File: src/rtl/medidor_faixa_uc_if.sv
// Control/status bundle between the range-measurement control unit and its datapath.
// master = control unit (drives commands), slave = datapath side (drives status).
`timescale 1ns/1ps
interface medidor_faixa_uc_if;
  logic       iniciar;
  logic       pronto_medida;
  logic       pronto_tx;
  logic       is_ultimo_char;
  logic       fim_time;
  logic       fim_3sec;
  logic       zera;
  logic       zera_char;
  logic       zera_time;
  logic       mensurar;
  logic       partida_tx;
  logic       conta_prox_char;
  logic       conta_time;
  logic       pronto;
  logic       db_timeout;
  logic [3:0] db_estado;

  modport master (
    input  iniciar, pronto_medida, pronto_tx, is_ultimo_char, fim_time, fim_3sec,
    output zera, zera_char, zera_time, mensurar, partida_tx, conta_prox_char,
           conta_time, pronto, db_timeout, db_estado
  );

  modport slave (
    output iniciar, pronto_medida, pronto_tx, is_ultimo_char, fim_time, fim_3sec,
    input  zera, zera_char, zera_time, mensurar, partida_tx, conta_prox_char,
           conta_time, pronto, db_timeout, db_estado
  );
endinterface

File: src/rtl/medidor_faixa_uc.sv
// Moore control unit: measure, send "XYZ#" frame, wait interval, repeat until in-range hold.
// iniciar->mensurar 2 cycles, pronto_medida->partida_tx 1, pronto_tx->next partida_tx 2; stalls on pronto_* inputs.
`timescale 1ns/1ps
module medidor_faixa_uc #(
  parameter int TIMEOUT_M = 2_000_000,
  parameter int TIMEOUT_N = 21
) (
  input logic                clock,
  input logic                reset,
  medidor_faixa_uc_if.master bus
);

  typedef enum logic [3:0] {
    inicial          = 4'd0,
    preparacao       = 4'd1,
    medir            = 4'd2,
    aguarda_medida   = 4'd3,
    transmite        = 4'd4,
    espera_tx        = 4'd5,
    proximo_char     = 4'd6,
    espera_intervalo = 4'd7,
    acertou          = 4'd8
  } estado_t;

  localparam logic [TIMEOUT_N-1:0] WD_LIMITE = TIMEOUT_N'(TIMEOUT_M - 1);

  estado_t              estado;
  estado_t              estado_nxt;
  logic [TIMEOUT_N-1:0] watchdog;
  logic                 wd_fim;
  logic                 acerto;
  logic                 db_timeout;
  logic                 expira;
  logic                 em_medicao;

  logic zera, zera_char, zera_time, mensurar, partida_tx;
  logic conta_prox_char, conta_time, pronto;

  // A measurement arriving on the expiry cycle still counts as valid.
  assign expira     = (estado == aguarda_medida) && wd_fim && !bus.pronto_medida;
  assign em_medicao = (estado >= medir) && (estado <= espera_intervalo);

  always_ff @(posedge clock) begin
    if (reset) begin
      estado     <= inicial;
      watchdog   <= '0;
      wd_fim     <= 1'b0;
      acerto     <= 1'b0;
      db_timeout <= 1'b0;
    end else begin
      estado     <= estado_nxt;
      db_timeout <= expira;
      if (estado == medir) begin
        watchdog <= '0;
        wd_fim   <= 1'b0;
      end else if (estado == aguarda_medida) begin
        watchdog <= watchdog + TIMEOUT_N'(1);
        wd_fim   <= (watchdog == WD_LIMITE);
      end
      // fim_3sec is a single-cycle pulse; latch it so a busy frame cannot drop it.
      if (estado == preparacao) begin
        acerto <= 1'b0;
      end else if (bus.fim_3sec && em_medicao) begin
        acerto <= 1'b1;
      end
    end
  end

  always_comb begin
    estado_nxt      = estado;
    zera            = 1'b0;
    zera_char       = 1'b0;
    zera_time       = 1'b0;
    mensurar        = 1'b0;
    partida_tx      = 1'b0;
    conta_prox_char = 1'b0;
    conta_time      = 1'b0;
    pronto          = 1'b0;
    case (estado)
      inicial: begin
        if (bus.iniciar) estado_nxt = preparacao;
      end
      preparacao: begin
        zera       = 1'b1;
        zera_char  = 1'b1;
        zera_time  = 1'b1;
        estado_nxt = medir;
      end
      medir: begin
        mensurar   = 1'b1;
        zera_time  = 1'b1;
        estado_nxt = aguarda_medida;
      end
      aguarda_medida: begin
        if (bus.pronto_medida) estado_nxt = transmite;
        else if (wd_fim)       estado_nxt = medir;
      end
      transmite: begin
        partida_tx = 1'b1;
        estado_nxt = espera_tx;
      end
      espera_tx: begin
        if (bus.pronto_tx) estado_nxt = proximo_char;
      end
      proximo_char: begin
        conta_prox_char = 1'b1;
        estado_nxt      = bus.is_ultimo_char ? espera_intervalo : transmite;
      end
      // Only place the run can end, so a started frame always finishes.
      espera_intervalo: begin
        conta_time = 1'b1;
        if (acerto)            estado_nxt = acertou;
        else if (bus.fim_time) estado_nxt = medir;
      end
      acertou: begin
        pronto = 1'b1;
        if (bus.iniciar) estado_nxt = preparacao;
      end
      default: estado_nxt = inicial;
    endcase
  end

  assign bus.zera            = zera;
  assign bus.zera_char       = zera_char;
  assign bus.zera_time       = zera_time;
  assign bus.mensurar        = mensurar;
  assign bus.partida_tx      = partida_tx;
  assign bus.conta_prox_char = conta_prox_char;
  assign bus.conta_time      = conta_time;
  assign bus.pronto          = pronto;
  assign bus.db_timeout      = db_timeout;
  assign bus.db_estado       = estado;

endmodule

File: src/flat_wrapper.sv
// flat-port wrapper written by rule: the top's interface ports become plain ports
module medidor_faixa_uc_flat 
#(
  parameter int TIMEOUT_M = 2_000_000,
  parameter int TIMEOUT_N = 21
)
  (clock, reset, bus_iniciar, bus_pronto_medida, bus_pronto_tx, bus_is_ultimo_char, bus_fim_time, bus_fim_3sec, bus_zera, bus_zera_char, bus_zera_time, bus_mensurar, bus_partida_tx, bus_conta_prox_char, bus_conta_time, bus_pronto, bus_db_timeout, bus_db_estado);
  medidor_faixa_uc_if bus_i ();
  input logic clock;
  input logic reset;
  input wire logic [$bits(bus_i.iniciar)-1:0] bus_iniciar;
  input wire logic [$bits(bus_i.pronto_medida)-1:0] bus_pronto_medida;
  input wire logic [$bits(bus_i.pronto_tx)-1:0] bus_pronto_tx;
  input wire logic [$bits(bus_i.is_ultimo_char)-1:0] bus_is_ultimo_char;
  input wire logic [$bits(bus_i.fim_time)-1:0] bus_fim_time;
  input wire logic [$bits(bus_i.fim_3sec)-1:0] bus_fim_3sec;
  output wire logic [$bits(bus_i.zera)-1:0] bus_zera;
  output wire logic [$bits(bus_i.zera_char)-1:0] bus_zera_char;
  output wire logic [$bits(bus_i.zera_time)-1:0] bus_zera_time;
  output wire logic [$bits(bus_i.mensurar)-1:0] bus_mensurar;
  output wire logic [$bits(bus_i.partida_tx)-1:0] bus_partida_tx;
  output wire logic [$bits(bus_i.conta_prox_char)-1:0] bus_conta_prox_char;
  output wire logic [$bits(bus_i.conta_time)-1:0] bus_conta_time;
  output wire logic [$bits(bus_i.pronto)-1:0] bus_pronto;
  output wire logic [$bits(bus_i.db_timeout)-1:0] bus_db_timeout;
  output wire logic [$bits(bus_i.db_estado)-1:0] bus_db_estado;
  assign bus_i.iniciar = bus_iniciar;
  assign bus_i.pronto_medida = bus_pronto_medida;
  assign bus_i.pronto_tx = bus_pronto_tx;
  assign bus_i.is_ultimo_char = bus_is_ultimo_char;
  assign bus_i.fim_time = bus_fim_time;
  assign bus_i.fim_3sec = bus_fim_3sec;
  assign bus_zera = bus_i.zera;
  assign bus_zera_char = bus_i.zera_char;
  assign bus_zera_time = bus_i.zera_time;
  assign bus_mensurar = bus_i.mensurar;
  assign bus_partida_tx = bus_i.partida_tx;
  assign bus_conta_prox_char = bus_i.conta_prox_char;
  assign bus_conta_time = bus_i.conta_time;
  assign bus_pronto = bus_i.pronto;
  assign bus_db_timeout = bus_i.db_timeout;
  assign bus_db_estado = bus_i.db_estado;
  medidor_faixa_uc #(.TIMEOUT_M(TIMEOUT_M), .TIMEOUT_N(TIMEOUT_N)) u_core (.clock(clock), .reset(reset), .bus(bus_i));
endmodule
File: config.mk
export PLATFORM = sky130hd
export DESIGN_NAME = medidor_faixa_uc_flat
export DESIGN_NICKNAME = d
export VERILOG_FILES = /design/src/rtl/medidor_faixa_uc_if.sv /design/src/rtl/medidor_faixa_uc.sv /design/src/flat_wrapper.sv
export SDC_FILE = /design/constraint.sdc
export NUM_CORES = 1
export LEC_CHECK = 0
export BUFFER_PORTS_ARGS = -buffer_cell sky130_fd_sc_hd__buf_4
export CORE_ASPECT_RATIO = 1.5
export CORE_UTILIZATION = 56
export CTS_CLUSTER_DIAMETER = 120
export CTS_CLUSTER_SIZE = 12
export DETAILED_ROUTE_END_ITERATION = 8
export GPL_TIMING_DRIVEN = 0
export PLACE_DENSITY_LB_ADDON = 0.08
export SKIP_LAST_GASP = 1
export SLEW_MARGIN = 20
export SYNTH_ARGS = -nofsm -noshare
export SYNTH_HDL_FRONTEND = slang
export SYNTH_SLANG_ARGS = --single-unit
File: constraint.sdc
create_clock -name clock -period 2.1 [get_ports clock]
set_input_delay 0.21 -clock clock [delete_from_list [all_inputs] [get_ports clock]]
set_output_delay 0.21 -clock clock [all_outputs]
set_load 0.1 [all_outputs]
==> results list <==
- Synthesized area per cell: slightly above 8 µm²
* Post-synth cell types: 34
- CTS tree: yes
- Std-Cell Core Area: ~2500 µm²
- The later pin in the worst-skew pair is clocked with a latency of 0.33 ns.
- Leak Pwr: around 0.00057 µW
* Placed wire-length estimate: 2.69 mm
- Unrepaired setup endpoints after global routing: false
- Setup violations remaining at the end of the flow were counted as 0.
- Flip-flop and latch count after synthesis: 28
* Die Outline Area: 2850 µm²
- Iteration-0 DRC count of the detailed router: 44
* Nets in the synthesized netlist: between 150 and 200
- The final hold violation count came to 0.
- The count of nets left with antenna violations once routing finished came out at 0.
- Compared with the post-synthesis result, the final layout area differs by 26.5%.
- Count of clock tree sinks: 28
- The repair_antennas step left the layout with diodes totalling 0.
- Req. time, crit path: 2.38 ns
- Yosys printed 0 warnings.
* Row Count: 22
- The clock period could shrink to 1.96 ns.
- Total wire length: between 3 and 4 mm
- Initial antenna violation count: 0
- Number of remaining DRC errors: 4
- Global-route wire length before repair: roughly 6 mm
- Library cell contributing the largest single delay on the critical path: or3_1
- Netlist area before placement: 1480 µm²
* Net count of the finished layout: 212
- Worst max-slew margin expressed relative to the limit: 0.748
* Clock tree skew after final layout: between 0.008 and 0.009 ns
* Clock buffer count from CTS: 3
* Layout Cell Area excl Fill: ~1900 µm²
* Via count: between 1000 and 1500
- P per Cell Area: between 600 and 700 nW/µm²
- Worst Tran Pin Value: 0.377 ns
- The number of global-route vias before repair came to between 1000 and 1500.
- After routing, the total negative slack on setup checks comes to 0 ns.
- Of the synthesized area, sequential elements account for 0.380.
- Clock tree synthesis selected as its root buffer the cell clkbuf_4.
- Storage cell area: 576 µm²
* CP peak stage delay: between 0.4 and 0.5 ns
- The floorplan step set the die width to approximately 44 µm.
- STA classifies the critical path endpoint as a flop.
* Multi-input gate area in the final layout: ~970 µm²
- Via-per-instance ratio: 6.37
- Measured on the finished design, the core utilization comes to 0.753.
- The die is about 65 µm tall.
- The critical path is of the flop to flop type.
- Setup slack closes at ~0.14 ns.
- For this configuration, the core starts out at a cell density of 0.595.
- Grouping stages by cell kind, the critical path spends the most delay in simple AND/OR/NAND/NOR gates.
* Depth of the CTS H-tree: 1
- The total overflow left after global routing is 0.
- For the worst setup path, the data arrival time is between 2 and 2.5 ns.
* Number of fill cells in the layout: between 150 and 200
- Placer congestion estimate: around 0.9
* Count of input and output buffers: 20
- Number of buffers on the longest clock path: 2
* Detailed-routing iteration count for the pre-antenna-repair pass: 9
- After detailed routing, the average wire length per cell comes to roughly 15 µm.
- Buffering stage count on the worst path with inverters included: 0
- The library cells used most frequently in the layout, excluding fill and tap cells, are dfxtp_1, buf_4, nand2_1, nor2_1, a21oi_2.
* Ratio of cells with drive above 1 in the final layout: 0.272
* Maximum number of pins on one net before global-route repair: 16
- CP cell instances: ha_1 -> nand4_1 -> or3_1 -> or4_1 -> a21oi_1
* Commonest non-fill, non-tap cell in the layout: dfxtp_1
- 21 I/O pins were placed.
- Max-cap violations in this run came to 0.
* Failing checks: DRC
* Synthesized instance count: ~180
* All-Layer GR Usage: 0.275
* Max IR drop VDD: around 600 µV
- The flow ran to the end, but the final reports show violations.
- Buffers added to address setup during post-CTS repair amount to 0.
- Clock edge transition at the registers on the reported setup and hold paths: roughly 0.14 ns
- The worst setup path is launched from a flop.
- Instance area after placement: roughly 1800 µm²
- In the finished design, the share of the clock period the worst path needs comes to 0.935.
- Maximum clock frequency: about 0.51 GHz
- The path class of the tightest hold or removal check is input port to flop.
* Count of final max-slew check failures: 0
* Setup slack at placement: between 0.2 and 0.25 ns
- Worst-path maximum fanout: 5
[where the power goes]
part	switching, µW	internal (µW)
Sequential	26.3	546
Clock	151	70.0
Combinational	334	141
[worst paths after layout]
kind | from | to | slack, ns | cells after the start
min | bus_pronto_medida | u_core.bus.db_timeout$_SDFF_PP0_ | 0.05 | 2
max reg2reg | u_core.watchdog[0]$_SDFFE_PP0N_ | u_core.watchdog[20]$_SDFFE_PP0N_ | 0.14 | 5
max | u_core.watchdog[0]$_SDFFE_PP0N_ | u_core.watchdog[20]$_SDFFE_PP0N_ | 0.14 | 5
min reg2reg | u_core.wd_fim$_SDFFE_PP0N_ | u_core.bus.db_timeout$_SDFF_PP0_ | 0.50 | 1
[metal layers]
layer,wire length [µm],share of wire,GRT usage
met4,101,0.029,0.155
met2,1890,0.54,0.498
met3,117,0.034,0.0251
met1,1370,0.39,0.300
met5,0,0,0
[through the flow]
stage          hold slack [ns]  total power, µW  instances
2_1_floorplan            0.269              971        178
3_3_place_gp             0.401             1050        222
3_5_place_dp             0.408             1060        222
4_1_cts                 0.0534             1270        226
5_1_grt                 0.0548             1320        226
6_report                0.0524             1270        226
[repair_timing]
action	in CTS	in global routing
endpoints found under the setup margin	0	2
hold buffers	0	0
gates resized for setup	0	2
[cells by family (layout without fill, tap and decap cells)]
family | count (synthesis) | in the layout | share of synthesized area
flops | 28 | 28 | 0.380
xor+xnor | 10 | 10 | 0.0594
compound gates | 37 | 37 | 0.144
simple gates | 88 | 88 | 0.365
fa+ha+maj | 1 | 1 | 0.00848
buf+inv | 14 | 38 | 0.0433
[Yosys cell counts]
| master | count | area share |
|---|---|---|
| nand2b_1 | 2 | 0.0085 |
| nor4_1 | 5 | 0.021 |
| and4_1 | 2 | 0.012 |
| o21ai_0 | 8 | 0.027 |
| or3_1 | 8 | 0.034 |
| and4bb_2 | 1 | 0.0085 |
| a22o_1 | 1 | 0.0059 |
| nor2_1 | 13 | 0.033 |
| nor2b_1 | 4 | 0.017 |
| nand3_1 | 7 | 0.024 |
| or4_4 | 1 | 0.0076 |
| xnor2_1 | 5 | 0.030 |
| buf_4 | 1 | 0.0051 |
| and4b_1 | 1 | 0.0068 |
| or4_1 | 7 | 0.036 |
| nor4bb_1 | 1 | 0.0068 |
| o31ai_1 | 8 | 0.041 |
| nand4_1 | 7 | 0.030 |
| nand4bb_1 | 1 | 0.0076 |
| nor4b_1 | 5 | 0.030 |
| xor2_1 | 5 | 0.030 |
| o22ai_1 | 1 | 0.0042 |
| or2_2 | 1 | 0.0042 |
| nor3_1 | 4 | 0.014 |
| nand4bb_4 | 1 | 0.019 |
| inv_1 | 3 | 0.0076 |
| ha_1 | 1 | 0.0085 |
| a211oi_1 | 1 | 0.0051 |
| a21oi_1 | 18 | 0.061 |
| dfxtp_1 | 28 | 0.38 |
| nand2_1 | 15 | 0.038 |
| buf_6 | 1 | 0.0076 |
| clkbuf_1 | 9 | 0.023 |
| or2_0 | 2 | 0.0085 |
[state kept, by name, summed over array words and instances (netlist names)]
name / cells
u_core.acerto: 1
u_core.watchdog: 21
u_core.wd_fim: 1
u_core.bus.db_estado: 4
u_core.bus.db_timeout: 1
[area by class of cell]
class	count	share of cell area
plain buffers	11	0.0550
clock buffers	3	0.0121
clock inverters	1	0.00201
inverters	3	0.00604
multi-input cells	136	0.520
flip-flops and latches	28	0.309
well taps	24	0.0161
repair buffers	20	0.0805
Note: power is estimated with default switching activity, not from simulation.
